### config.mk
export PLATFORM = sky130hd
export DESIGN_NAME = qa_driver_csr_rd_flat
export DESIGN_NICKNAME = d
export VERILOG_FILES = /design/src/rtl/qa_driver_csr_rd_pkg.sv /design/src/rtl/qa_driver_csr_rd_if.sv /design/src/rtl/qa_driver_csr_rd.sv /design/src/flat_wrapper.sv
export SDC_FILE = /design/constraint.sdc
export NUM_CORES = 1
export LEC_CHECK = 0
export CORE_AREA = 4 4 316 318
export CTS_CLUSTER_SIZE = 40
export DETAILED_ROUTE_END_ITERATION = 7
export DIE_AREA = 0 0 320 322
export SLEW_MARGIN = 10
export SYNTH_ARGS = -nofsm -noshare
export SYNTH_HDL_FRONTEND = slang
export SYNTH_SLANG_ARGS = --single-unit
### constraint.sdc
create_clock -name clk -period 3.3 [get_ports clk]
set_clock_uncertainty 0.05 [all_clocks]
set_input_delay 0.66 -clock clk [delete_from_list [all_inputs] [get_ports clk]]
set_output_delay 0.66 -clock clk [all_outputs]
set_load 0.03 [all_outputs]
### src/rtl/qa_driver_csr_rd_pkg.sv
// Shared types and constants for the QA driver status-register read responder.
package qa_driver_csr_rd_pkg;

    typedef logic [31:0] t_sreg_addr;
    typedef logic [63:0] t_sreg;

    localparam t_sreg       SREG_TIMEOUT_VAL    = 64'hFFFF_FFFF_FFFF_FFFF;
    localparam logic [63:0] DSM_SREG_OFFSET_DEF = 64'd1;

    typedef logic [2:0] t_csr_rd_state;
    localparam t_csr_rd_state ST_IDLE     = 3'd0;
    localparam t_csr_rd_state ST_REQ      = 3'd1;
    localparam t_csr_rd_state ST_WAIT_RSP = 3'd2;
    localparam t_csr_rd_state ST_SEND     = 3'd3;
    localparam t_csr_rd_state ST_WAIT_ACK = 3'd4;

    // Response line: value in the low quadword, then address, then sequence number.
    function automatic logic [511:0] build_rsp_line(input t_sreg value,
                                                    input logic [31:0] addr,
                                                    input logic [31:0] seq);
        build_rsp_line = {384'd0, seq, addr, value};
    endfunction

endpackage

### src/rtl/qa_driver_csr_rd_if.sv
// Status-source fetch and c1 write-channel signals of the status-register read responder.
interface qa_driver_csr_rd_if #(
    parameter int SREG_ADDR_W = 32
);
    logic                   sreg_req_valid;
    logic [SREG_ADDR_W-1:0] sreg_req_addr;
    logic                   sreg_rsp_valid;
    logic [63:0]            sreg_rsp_data;
    logic                   c1_tx_almfull;
    logic                   c1_tx_valid;
    logic [63:0]            c1_tx_addr;
    logic [511:0]           c1_tx_data;
    logic [15:0]            c1_tx_mdata;
    logic                   c1_rx_wr_ack;
    logic [15:0]            c1_rx_mdata;

    modport master (
        output sreg_req_valid, sreg_req_addr,
        input  sreg_rsp_valid, sreg_rsp_data,
        input  c1_tx_almfull,
        output c1_tx_valid, c1_tx_addr, c1_tx_data, c1_tx_mdata,
        input  c1_rx_wr_ack, c1_rx_mdata
    );

    modport slave (
        input  sreg_req_valid, sreg_req_addr,
        output sreg_rsp_valid, sreg_rsp_data,
        output c1_tx_almfull,
        input  c1_tx_valid, c1_tx_addr, c1_tx_data, c1_tx_mdata,
        output c1_rx_wr_ack, c1_rx_mdata
    );
endinterface

### src/rtl/qa_driver_csr_rd.sv
// Status-register read responder: fetches a status value on a CSR request and
// writes it, with address and sequence number, to the DSM response line over c1.
module qa_driver_csr_rd
    import qa_driver_csr_rd_pkg::*;
#(
    parameter int          SREG_ADDR_W     = 32,
    parameter logic [63:0] DSM_SREG_OFFSET = DSM_SREG_OFFSET_DEF,
    parameter int          RSP_TIMEOUT     = 255,
    parameter logic [15:0] MDATA_TAG       = 16'h5352
) (
    input  logic                   clk,
    input  logic                   reset,
    input  logic                   csr_sreg_req_en,
    input  logic [SREG_ADDR_W-1:0] csr_sreg_req_addr,
    input  logic [63:0]            csr_dsm_base,
    input  logic                   csr_dsm_base_valid,
    qa_driver_csr_rd_if.master     bus,
    output logic                   busy,
    output logic                   err_drop
);

    localparam int TMR_W = (RSP_TIMEOUT > 1) ? $clog2(RSP_TIMEOUT + 1) : 1;
    localparam logic [TMR_W-1:0] TMR_MAX = TMR_W'(RSP_TIMEOUT);

    t_csr_rd_state          state_r;
    t_csr_rd_state          state_nxt_s;
    logic [TMR_W-1:0]       timer_r;
    logic [31:0]            seq_r;
    logic [63:0]            base_r;
    logic [SREG_ADDR_W-1:0] sreg_req_addr_r;
    logic                   sreg_req_valid_r;
    logic                   c1_tx_valid_r;
    logic [63:0]            c1_tx_addr_r;
    logic [511:0]           c1_tx_data_r;
    logic [15:0]            c1_tx_mdata_r;
    logic                   busy_r;
    logic                   err_drop_r;
    logic                   accept_s;
    logic                   rsp_done_s;
    t_sreg                  rsp_value_s;
    logic                   issue_s;
    logic                   ack_done_s;

    // Next-state decode; the write is issued straight from WAIT_RSP when c1 has room.
    always_comb begin
        state_nxt_s = state_r;
        accept_s    = 1'b0;
        rsp_done_s  = 1'b0;
        rsp_value_s = SREG_TIMEOUT_VAL;
        issue_s     = 1'b0;
        ack_done_s  = 1'b0;
        case (state_r)
            ST_IDLE: begin
                if (csr_sreg_req_en && csr_dsm_base_valid) begin
                    accept_s    = 1'b1;
                    state_nxt_s = ST_REQ;
                end else begin
                    state_nxt_s = ST_IDLE;
                end
            end
            ST_REQ: begin
                state_nxt_s = ST_WAIT_RSP;
            end
            ST_WAIT_RSP: begin
                // Real data wins over a timeout in the same cycle.
                if (bus.sreg_rsp_valid) begin
                    rsp_done_s  = 1'b1;
                    rsp_value_s = bus.sreg_rsp_data;
                end else if (timer_r == TMR_MAX) begin
                    rsp_done_s  = 1'b1;
                    rsp_value_s = SREG_TIMEOUT_VAL;
                end else begin
                    rsp_done_s  = 1'b0;
                end
                if (rsp_done_s && !bus.c1_tx_almfull) begin
                    issue_s     = 1'b1;
                    state_nxt_s = ST_WAIT_ACK;
                end else if (rsp_done_s) begin
                    state_nxt_s = ST_SEND;
                end else begin
                    state_nxt_s = ST_WAIT_RSP;
                end
            end
            ST_SEND: begin
                if (!bus.c1_tx_almfull) begin
                    issue_s     = 1'b1;
                    state_nxt_s = ST_WAIT_ACK;
                end else begin
                    state_nxt_s = ST_SEND;
                end
            end
            ST_WAIT_ACK: begin
                if (bus.c1_rx_wr_ack && (bus.c1_rx_mdata == MDATA_TAG)) begin
                    ack_done_s  = 1'b1;
                    state_nxt_s = ST_IDLE;
                end else begin
                    state_nxt_s = ST_WAIT_ACK;
                end
            end
            default: begin
                state_nxt_s = ST_IDLE;
            end
        endcase
    end

    // State, counters and all registered outputs.
    always_ff @(posedge clk) begin
        if (reset) begin
            state_r          <= ST_IDLE;
            timer_r          <= '0;
            seq_r            <= 32'd0;
            base_r           <= 64'd0;
            sreg_req_addr_r  <= '0;
            sreg_req_valid_r <= 1'b0;
            c1_tx_valid_r    <= 1'b0;
            c1_tx_addr_r     <= 64'd0;
            c1_tx_data_r     <= 512'd0;
            c1_tx_mdata_r    <= 16'd0;
            busy_r           <= 1'b0;
            err_drop_r       <= 1'b0;
        end else begin
            state_r          <= state_nxt_s;
            busy_r           <= (state_nxt_s != ST_IDLE);
            err_drop_r       <= csr_sreg_req_en && ((state_r != ST_IDLE) || !csr_dsm_base_valid);
            sreg_req_valid_r <= accept_s;
            c1_tx_valid_r    <= issue_s;
            if (accept_s) begin
                sreg_req_addr_r <= csr_sreg_req_addr;
                base_r          <= csr_dsm_base;
            end
            if (state_r == ST_WAIT_RSP) begin
                timer_r <= timer_r + TMR_W'(1);
            end else begin
                timer_r <= '0;
            end
            // Line is frozen here and held through SEND and WAIT_ACK.
            if (rsp_done_s) begin
                c1_tx_data_r  <= build_rsp_line(rsp_value_s, 32'(sreg_req_addr_r), seq_r);
                c1_tx_addr_r  <= base_r + DSM_SREG_OFFSET;
                c1_tx_mdata_r <= MDATA_TAG;
            end
            if (ack_done_s) begin
                seq_r <= seq_r + 32'd1;
            end
        end
    end

    assign bus.sreg_req_valid = sreg_req_valid_r;
    assign bus.sreg_req_addr  = sreg_req_addr_r;
    assign bus.c1_tx_valid    = c1_tx_valid_r;
    assign bus.c1_tx_addr     = c1_tx_addr_r;
    assign bus.c1_tx_data     = c1_tx_data_r;
    assign bus.c1_tx_mdata    = c1_tx_mdata_r;
    assign busy               = busy_r;
    assign err_drop           = err_drop_r;

endmodule
### src/flat_wrapper.sv
// flat-port wrapper written by rule: the top's interface ports become plain ports
module qa_driver_csr_rd_flat import qa_driver_csr_rd_pkg::*;
#(
    parameter int          SREG_ADDR_W     = 32,
    parameter logic [63:0] DSM_SREG_OFFSET = DSM_SREG_OFFSET_DEF,
    parameter int          RSP_TIMEOUT     = 255,
    parameter logic [15:0] MDATA_TAG       = 16'h5352
)
  (clk, reset, csr_sreg_req_en, csr_sreg_req_addr, csr_dsm_base, csr_dsm_base_valid, busy, err_drop, bus_sreg_req_valid, bus_sreg_req_addr, bus_sreg_rsp_valid, bus_sreg_rsp_data, bus_c1_tx_almfull, bus_c1_tx_valid, bus_c1_tx_addr, bus_c1_tx_data, bus_c1_tx_mdata, bus_c1_rx_wr_ack, bus_c1_rx_mdata);
  qa_driver_csr_rd_if #(.SREG_ADDR_W(SREG_ADDR_W)) bus_i ();
  input  logic clk;
  input  logic reset;
  input  logic csr_sreg_req_en;
  input  logic [SREG_ADDR_W-1:0] csr_sreg_req_addr;
  input  logic [63:0] csr_dsm_base;
  input  logic csr_dsm_base_valid;
  output logic busy;
  output logic err_drop;
  output wire logic [$bits(bus_i.sreg_req_valid)-1:0] bus_sreg_req_valid;
  output wire logic [$bits(bus_i.sreg_req_addr)-1:0] bus_sreg_req_addr;
  input wire logic [$bits(bus_i.sreg_rsp_valid)-1:0] bus_sreg_rsp_valid;
  input wire logic [$bits(bus_i.sreg_rsp_data)-1:0] bus_sreg_rsp_data;
  input wire logic [$bits(bus_i.c1_tx_almfull)-1:0] bus_c1_tx_almfull;
  output wire logic [$bits(bus_i.c1_tx_valid)-1:0] bus_c1_tx_valid;
  output wire logic [$bits(bus_i.c1_tx_addr)-1:0] bus_c1_tx_addr;
  output wire logic [$bits(bus_i.c1_tx_data)-1:0] bus_c1_tx_data;
  output wire logic [$bits(bus_i.c1_tx_mdata)-1:0] bus_c1_tx_mdata;
  input wire logic [$bits(bus_i.c1_rx_wr_ack)-1:0] bus_c1_rx_wr_ack;
  input wire logic [$bits(bus_i.c1_rx_mdata)-1:0] bus_c1_rx_mdata;
  assign bus_sreg_req_valid = bus_i.sreg_req_valid;
  assign bus_sreg_req_addr = bus_i.sreg_req_addr;
  assign bus_i.sreg_rsp_valid = bus_sreg_rsp_valid;
  assign bus_i.sreg_rsp_data = bus_sreg_rsp_data;
  assign bus_i.c1_tx_almfull = bus_c1_tx_almfull;
  assign bus_c1_tx_valid = bus_i.c1_tx_valid;
  assign bus_c1_tx_addr = bus_i.c1_tx_addr;
  assign bus_c1_tx_data = bus_i.c1_tx_data;
  assign bus_c1_tx_mdata = bus_i.c1_tx_mdata;
  assign bus_i.c1_rx_wr_ack = bus_c1_rx_wr_ack;
  assign bus_i.c1_rx_mdata = bus_c1_rx_mdata;
  qa_driver_csr_rd #(.SREG_ADDR_W(SREG_ADDR_W), .DSM_SREG_OFFSET(DSM_SREG_OFFSET), .RSP_TIMEOUT(RSP_TIMEOUT), .MDATA_TAG(MDATA_TAG)) u_core (.clk(clk), .reset(reset), .csr_sreg_req_en(csr_sreg_req_en), .csr_sreg_req_addr(csr_sreg_req_addr), .csr_dsm_base(csr_dsm_base), .csr_dsm_base_valid(csr_dsm_base_valid), .bus(bus_i), .busy(busy), .err_drop(err_drop));
endmodule
==> results of run 1 <==
per-stage QoR:
step                setup WS, ns  hold slack [ns]  cells
global placement           0.116            0.391   3568
finish                     0.392            0.325   3653
detailed placement        0.0935            0.396   3568
global route               0.239            0.293   3650
floorplan                  0.678            0.380   2355
CTS                        0.339            0.261   3650
Yosys cell counts (2+ instances only):
library cell,number
buf_4,399
or4b_1,6
nor4b_1,2
nor2_1,89
o221a_2,64
a211oi_1,45
ha_1,3
buf_1,8
nand4_1,28
nor3_1,20
o31ai_1,21
a21oi_1,192
and2_1,7
and3_1,12
a2111oi_0,2
or4_1,25
o2111ai_1,6
o21ai_0,22
a311oi_1,10
mux2i_1,2
a211o_1,2
nor3b_1,2
clkbuf_1,112
inv_1,12
nand2_1,366
xor2_1,16
or2_2,5
nor4_1,18
dfxtp_1,336
nand3_1,44
and4_1,11
or3_1,24
xnor2_1,36
state kept, by name (all words and copies together), names as in the netlist:
signal	cells
u_core.seq_r	32
u_core.err_drop	1
u_core.bus.c1_tx_addr	64
u_core.bus.sreg_req_addr	32
u_core.bus.c1_tx_valid	1
u_core.base_r	64
u_core.timer_r	8
u_core.bus.sreg_req_valid	1
u_core.busy	1
u_core.state_r	3
u_core.bus.c1_tx_mdata	1
u_core.bus.c1_tx_data	128
layer usage:
metal,vias to the layer above,global-route usage,routed length [um]
met1,6480,0.123,23300
met3,83,0.0380,5350
met2,538,0.177,28300
met5,-,0,19
li1,6732,-,-
met4,4,0.0362,1620
path summary, 6_finish.rpt:
kind | end | cells past startpoint
hold / removal | u_core.base_r[59] | 2
hold reg to reg | u_core.bus.c1_tx_data[99] | 2
setup reg to reg | u_core.bus.c1_tx_addr[48] | 6
setup / recovery | u_core.bus.c1_tx_addr[48] | 6
layout make-up:
class	count	area, um2
Clock inverter	23	277
Timing Repair Buffer	457	4590
Clock buffer	59	1230
Fill cell	10570	74500
Multi-Input combinational cell	1486	7590
Sequential cell	336	6730
Antenna cell	3	7.51
Tap cell	1276	1600
Inverter	13	48.8
power breakdown:
part / switching, mW / internal [mW] / total [mW]
combinational: 1.19 / 0.498 / 1.68
clock: 2.01 / 2.96 / 4.97
sequential: 0.115 / 4.19 / 4.31
total: 3.31 / 7.65 / 11.0
critical path: cells and delay by family (launching register included):
family / cells / cell delay (ns)
simple gates: 4 / 1.89
flops: 1 / 0.43
compound gates: 1 / 0.24
fa+ha+maj: 1 / 0.22
cells by family after synthesis:
kind of cell,count (synthesis),synth area share
muxes,2,0.00123
other,1,0.000230
AOI/OAI and AO/OA,369,0.153
buffers and inverters,533,0.214
and+or+nand+nor,667,0.188
adders and majority gates,3,0.00230
DFF,336,0.412
xor gates and xnor gates,52,0.0279
==> results.yml, run 1 <==
synth:
  synth_cells: 1963
  syn_area_um2: 16300
  yosysSeqAreaShare: 0.412
  yosysTopAreaCell: "dfxtp_1"
  yosys-top-cells-area: "dfxtp_1 41%, buf_4 18%, nand2_1 8.4%, a21oi_1 5.9%, o221a_2 4.4%"
  synth_enable_flop_cells: 0
  synth-seq-cells: 336
  ys.warnings.count: 0
  ys_dominant_reg_cell: "dfxtp_1"
  ys_async_sr_fraction: 0
  syn_avg_cell_area_um2: 8.31
  yosysTopAreaCellShare: 0.412
  synth.distinct_cells: 49
timing:
  tns_ns: 0
  relSlewSlack: 0.358
  setup_violations: 0
  layout_min_cycle_time_ns: 2.91
  min_period_over_period: 0.881
  worst_pin_slew_ns: 0.963
  drv_slew: 0
  hold_viol: 0
  grt_setup_unrepaired: "no"
  fmax_mhz: 344
critical_path:
  critPathCaptureType: "flop"
  crit_arrival_ns: 3.37
  slowest_stage: "or3_1"
  path_class: "reg -> reg"
  rrSetupSlack_ns: 0.39
  cp-startpoint: "u_core.base_r[0]"
  start_kind: "flop"
  worstReg2RegStart: "u_core.base_r[0]"
  required_ns: 3.76
  crit_top_cell: "or3_1"
  crit_fanout: 6
  cp_slowest_stage_delay_ns: 0.66
  crit_path_cell_trace: "ha_1 -> nand3_1 -> or3_1 -> or3_1 -> or4_1 -> a311oi_1"
detailed_routing:
  drt-total-wl_um: 58500
  drc: 0
  vias_per_cell: 3.79
  vias: 13837
  firstDrtPassIters: 4
  routedWlPerCell_um: 16.0
  drt_iter0_drc: 525
  drtAntennaViolNets: 0
clocking:
  clkTransAtPathRegs_ns: 0.06
  ctsHoldBuffers: 0
  postCtsResizedCells: 0
  htree_levels: 2
  cts_sinks: 336
  clk_path_buf_depth: 3
  cts_root_buf: "clkbuf_16"
  cts_tree: "built"
  post_cts_buffers: 0
  clock_latency_ns: 0.60
  cts_buffers: 44
pwr:
  p_per_area_nw_per_um2: 497
  max-vdd-ir-drop_mv: 0.310
  leakagePower_nw: 7.73
  total_power_mw: 11.0
die:
  core_area_um2: 96600
  dieHeight_um: 322
  num_rows: 114
  die-area_um2: 103000
  start_util: 0.169
  die_x_um: 320
  ios: 811
final_layout:
  final_common_cell: "clkdlybuf4s50_1"
  final_area_um2: 22100
  syn_to_final_growth_pct: 35.2
  fin_util: 0.228
  num-nets-final: 2524
  drive_gt1_frac: 0.0826
  layout_common_cells: "416 x clkdlybuf4s50_1, 393 x conb_1, 363 x nand2_1, 336 x dfxtp_1, 192 x a21oi_1"
place:
  hpwl_um: 43700
  globalplace.congestion: 0.763
  post_dp_cell_area_um2: 20600
  io_buffer_count: 417
global_route:
  grt_usage: 0.105
  grt.overflow.total: 0
  grt_max_degree: 142
  antenna_found_initial: 7
  grt_pass1_wl_um: 83000
  grt_pass1_vias: 12841
hold_path:
  min-delay-start: "reset"
  hold_class: "in -> reg"
job:
  drv_cap: 0
status:
  outcome: "finished, final reports clean"
No activity file was read; power rests on OpenSTA's default activity.
==> inputs of run 2 (changes only) <==
Settings changed: CORE_AREA 4 4 316 318 to 4 4 313 315, CTS_BUF_LIST set to sky130_fd_sc_hd__clkbuf_4, DIE_AREA 0 0 320 322 to 0 0 317 319, HOLD_SLACK_MARGIN set to 0.08.
==> run 2 against run 1 <==
Total power shrank 11%. Utilization grew 0.089 points. Worst setup slack lost 0.055 ns. Clock power shrank 25%. Sequential power is essentially flat. Worst hold slack lost 0.018 ns. Register-to-register slack lost 0.06 ns. Critical path depth shrank 1. Fmax shrank 1.9%. Die area shrank 1.9%. First-iteration DRC count grew 34%. Wire length shrank 5.1%.
==> results.yml, run 2 (synthesized netlist as in run 1, its figures left out) <==
critical_path:
  rrSetupSlack_ns: 0.34
  reg2regPathDepth: 5
  required_ns: 3.97
  crit_arrival_ns: 3.63
  path_class: "reg -> reg"
  r2r_end: "u_core.bus.c1_tx_addr[57]"
  crit_fanout: 10
  start_kind: "flop"
  crit_top_cell: "or4_1"
  critPathCaptureType: "flop"
  cp_slowest_stage_delay_ns: 0.70
  crit_path_cell_trace: "nand4_2 -> or4_4 -> or4_1 -> or4_1 -> a311oi_1"
  worstReg2RegStart: "u_core.base_r[35]"
  slowest_stage: "or4_1"
final_layout:
  drive_gt1_frac: 0.109
  syn_to_final_growth_pct: 33.3
  fin_util: 0.229
  layout_common_cells: "416 x clkdlybuf4s50_1, 393 x conb_1, 363 x nand2_1, 336 x dfxtp_1, 192 x a21oi_1"
  largest_register_ffs: 128
  final_common_cell: "clkdlybuf4s50_1"
  fill_cells: 10479
  num-nets-final: 2581
clocking:
  htree_levels: 3
  clkTransAtPathRegs_ns: 0.07
  clk_path_buf_depth: 3
  cts_root_buf: "clkbuf_4"
  cts_buffers: 97
  postCtsResizedCells: 0
  cts_tree: "built"
  clock_latency_ns: 0.87
  cts_sinks: 336
timing:
  tns_ns: 0
  holdWs_ns: 0.306
  worst_pin_slew_ns: 0.777
  drv_slew: 0
  hold_viol: 0
  relSlewSlack: 0.482
  fmax_mhz: 338
  layout_min_cycle_time_ns: 2.96
  min_period_over_period: 0.898
  grt_setup_unrepaired: "no"
  setup_violations: 0
die:
  start_util: 0.172
  ios: 811
  core_area_um2: 94900
  die_x_um: 317
  num_rows: 113
  die-area_um2: 101000
  dieHeight_um: 319
pwr:
  pwr-share-seq: 0.443
  p_switching_mw: 3.13
  leakagePower_nw: 7.73
  p_per_area_nw_per_um2: 447
  swShare: 0.322
  internal_power_mw: 6.59
  max-vdd-ir-drop_mv: 0.256
  p_clk_frac: 0.385
  combPwrFrac: 0.172
global_route:
  top_usage_layer: "met2"
  grt_usage: 0.102
  grt_util_met3: 0.0403
  grt_pass1_vias: 13472
  use_met1: 0.120
  grt_max_degree: 111
  antenna_found_initial: 7
  grt_pass1_wl_um: 80500
  met2_usage: 0.170
  grt.overflow.total: 0
hold_path:
  hold_end: "u_core.bus.sreg_req_addr[9]"
  holdPathStages: 3
  hold_class: "in -> reg"
  min-delay-start: "csr_sreg_req_addr[9]"
detailed_routing:
  vias_per_cell: 3.80
  drtAntennaViolNets: 0
  drt-total-wl_um: 55500
  routedWlPerCell_um: 14.9
  vias: 14176
  drc: 0
  firstDrtPassIters: 4
  drt_iter0_drc: 705
place:
  io_buffer_count: 417
  globalplace.congestion: 0.766
  hpwl_um: 41400
status:
  outcome: "finished, final reports clean"
job:
  drv_cap: 0
==> run 2: changes by cell type in the layout (fill, tap and decap cells not counted), sizes merged, moves of 2 or more <==
cell      before  now
clkinvlp       2    0
clkinv        14   27
clkbuf        59  137
inv           16   14
bufinv         4    0
buf           41   44
==> run 2: worst max-delay path by stage <==
stage                                   start                         to  slack, ns  cells after the start
detailed placement         bus_c1_rx_mdata[0]           u_core.seq_r[31]       0.09                      7
global route                u_core.base_r[35]  u_core.bus.c1_tx_addr[57]       0.24                      5
global placement           bus_c1_rx_mdata[0]           u_core.seq_r[31]       0.09                      7
finish                      u_core.base_r[35]  u_core.bus.c1_tx_addr[57]       0.34                      5
floorplan                   u_core.base_r[35]  u_core.bus.c1_tx_addr[57]       0.68                      6
CTS                 u_core.bus.c1_tx_mdata[1]         bus_c1_tx_mdata[1]       0.22                      1
==> run 2: final cells by class <==
type	count	area, um2	share of cell area
Sequential cell	336	6730	0.309
Tap cell	1265	1580	0.0727
Inverter	13	48.8	0.00224
Clock buffer	137	1030	0.0473
Timing Repair Buffer	461	4660	0.214
Antenna cell	3	7.51	0.000345
Multi-Input combinational cell	1486	7590	0.349
Clock inverter	28	116	0.00535
==> run 2: worst max-delay path: cells and delay by family (launching register included) <==
family          cells  cell delay, ns
simple gates        4            2.08
flops               1            0.46
compound gates      1            0.24
==> run 2: routing by layer <==
| metal | wire, um | share of wire |
|---|---|---|
| met5 | 26 | 0.00047 |
| met4 | 1250 | 0.023 |
| met3 | 5650 | 0.10 |
| met2 | 26200 | 0.47 |
| met1 | 22400 | 0.40 |
==> run 2: metrics by stage <==
stage	setup WS [ns]	power [mW]	cell area, um2	cells
after detailed placement	0.0872	6.07	20600	3560
final	0.337	9.72	21800	3729
after global placement	0.0886	6.06	20600	3560
after floorplan	0.678	5.83	17800	2355
after global routing	0.242	10.2	21800	3727
after CTS	0.215	9.93	21800	3726
==> run 2: timing repair <==
action                                 4_1_cts  5_1_grt
hold buffers                                 1        0
setup buffers                                0        0
endpoints found under the hold margin       21        0
==> run 2: power by group through the flow <==
stage	clock [mW]	sequential (mW)	combinational [mW]
floorplan	0	4.54	1.29
CTS	3.95	4.30	1.68
finish	3.74	4.30	1.68
global placement	0	4.39	1.67
global route	4.15	4.32	1.78
detailed placement	0	4.39	1.67
==> inputs of run 3 (changes only) <==
Settings changed: MAX_ROUTING_LAYER set to met4.
==> run 3 against run 2 <==
Non-clock buffer count is the same. Worst setup slack gained 0.017 ns. Sequential share of layout area is essentially flat. Register-to-register slack gained 0.02 ns. Global-route usage grew 0.29 points. Worst hold slack gained 0.012 ns. Largest power group unchanged.
==> results.yml, run 3 (synthesized netlist as in run 1, its figures left out) <==
clocking:
  post_cts_buffers: 0
  clock_latency_ns: 0.85
  cts_buffers: 97
  cts_tree: "built"
  cts_sinks: 336
  htree_levels: 3
  clk_path_buf_depth: 3
  cts_root_buf: "clkbuf_4"
  postCtsResizedCells: 0
  clkTransAtPathRegs_ns: 0.06
timing:
  min_period_over_period: 0.893
  drv_slew: 0
  fmax_mhz: 340
  layout_min_cycle_time_ns: 2.95
  tns_ns: 0
  hold_viol: 0
  grt_setup_unrepaired: "no"
  holdWs_ns: 0.318
  relSlewSlack: 0.494
  setup_violations: 0
  worst_pin_slew_ns: 0.758
pwr:
  max-vdd-ir-drop_mv: 0.256
  leakagePower_nw: 7.73
  p_per_area_nw_per_um2: 446
  total_power_mw: 9.71
global_route:
  antenna_found_initial: 7
  grt.overflow.total: 0
  grt_usage: 0.105
  grt_pass1_vias: 13551
  grt_pass1_wl_um: 80200
  grt_max_degree: 111
die:
  dieHeight_um: 319
  die_x_um: 317
  core_area_um2: 94900
  num_rows: 113
  die-area_um2: 101000
  start_util: 0.172
  ios: 811
critical_path:
  cp-startpoint: "u_core.base_r[35]"
  r2r_end: "u_core.bus.c1_tx_addr[57]"
  start_kind: "flop"
  reg2regPathDepth: 5
  crit_arrival_ns: 3.60
  path_class: "reg -> reg"
  worstSetupEndpoint: "u_core.bus.c1_tx_addr[57]"
  rrSetupSlack_ns: 0.35
  worstReg2RegStart: "u_core.base_r[35]"
  critPathCaptureType: "flop"
  crit_fanout: 10
  required_ns: 3.96
detailed_routing:
  drt_iter0_drc: 727
  routedWlPerCell_um: 14.9
  drtAntennaViolNets: 0
  vias_per_cell: 3.79
  drt-total-wl_um: 55500
  drc: 0
  firstDrtPassIters: 5
  vias: 14142
hold_path:
  min-delay-start: "csr_dsm_base[1]"
  hold_class: "in -> reg"
final_layout:
  final_cells: 3732
  multiInputGateArea_um2: 7590
  final_common_cell: "clkdlybuf4s50_1"
  fill_cells: 10478
  syn_to_final_growth_pct: 33.4
  num-nets-final: 2581
  largest_register_ffs: 128
  drive_gt1_frac: 0.109
  layout_common_cells: "416 x clkdlybuf4s50_1, 393 x conb_1, 363 x nand2_1, 336 x dfxtp_1, 192 x a21oi_1"
  final-seq-area_um2: 6730
place:
  io_buffer_count: 417
  hpwl_um: 41400
  dp_cells: 3560
  globalplace.congestion: 0.777
status:
  outcome: "finished, final reports clean"
job:
  drv_cap: 0
## run 3: area by class of cell
| cell class | count | area share |
|---|---|---|
| clock buffers | 137 | 0.0472 |
| well taps | 1265 | 0.0727 |
| repair buffers | 461 | 0.214 |
| multi-input cells | 1486 | 0.349 |
| inverters | 13 | 0.00224 |
| diodes | 6 | 0.000690 |
| clock inverters | 28 | 0.00535 |
| flip-flops and latches | 336 | 0.309 |
## run 3: repair_timing
action / CTS / global route
endpoints found under the setup margin: 0 / 0
hold endpoints to repair: 21 / 0
hold buffers: 1 / 0
## run 3: layer usage
metal	GRT usage	routed length (um)
met5	-	0
met2	0.170	26400
met3	0.0371	5050
met4	0.0346	1050
met1	0.121	23000
## run 3: metrics by stage
stage               setup WS [ns]  utilization  area, um2
finish                      0.355        0.229      21800
global route                0.246        0.229      21800
CTS                         0.215        0.229      21800
detailed placement         0.0872        0.217      20600
global placement           0.0886        0.217      20600
floorplan                   0.678            -      17800
## run 3: worst min path at each step
stage                                            to  slack, ns  depth (start not counted)
after floorplan                   u_core.timer_r[0]       0.38                          1
after global placement    u_core.bus.c1_tx_data[73]       0.39                          2
after detailed placement  u_core.bus.c1_tx_data[70]       0.40                          2
after CTS                         u_core.base_r[45]       0.14                          3
after global routing              u_core.base_r[45]       0.20                          3
final                              u_core.base_r[1]       0.32                          3
## run 3: power by group
part | switching (mW) | total, mW | internal [mW]
sequential | 0.115 | 4.30 | 4.19
combinational | 1.17 | 1.68 | 0.506
clock | 1.84 | 3.73 | 1.90
total | 3.12 | 9.71 | 6.59
## run 3: worst max-delay path, cell delays in order, from the launching register on
cell	delay, ns
dfxtp_1	0.46
nand4_2	0.21
or4_4	0.61
or4_1	0.70
or4_1	0.55
a311oi_1	0.25
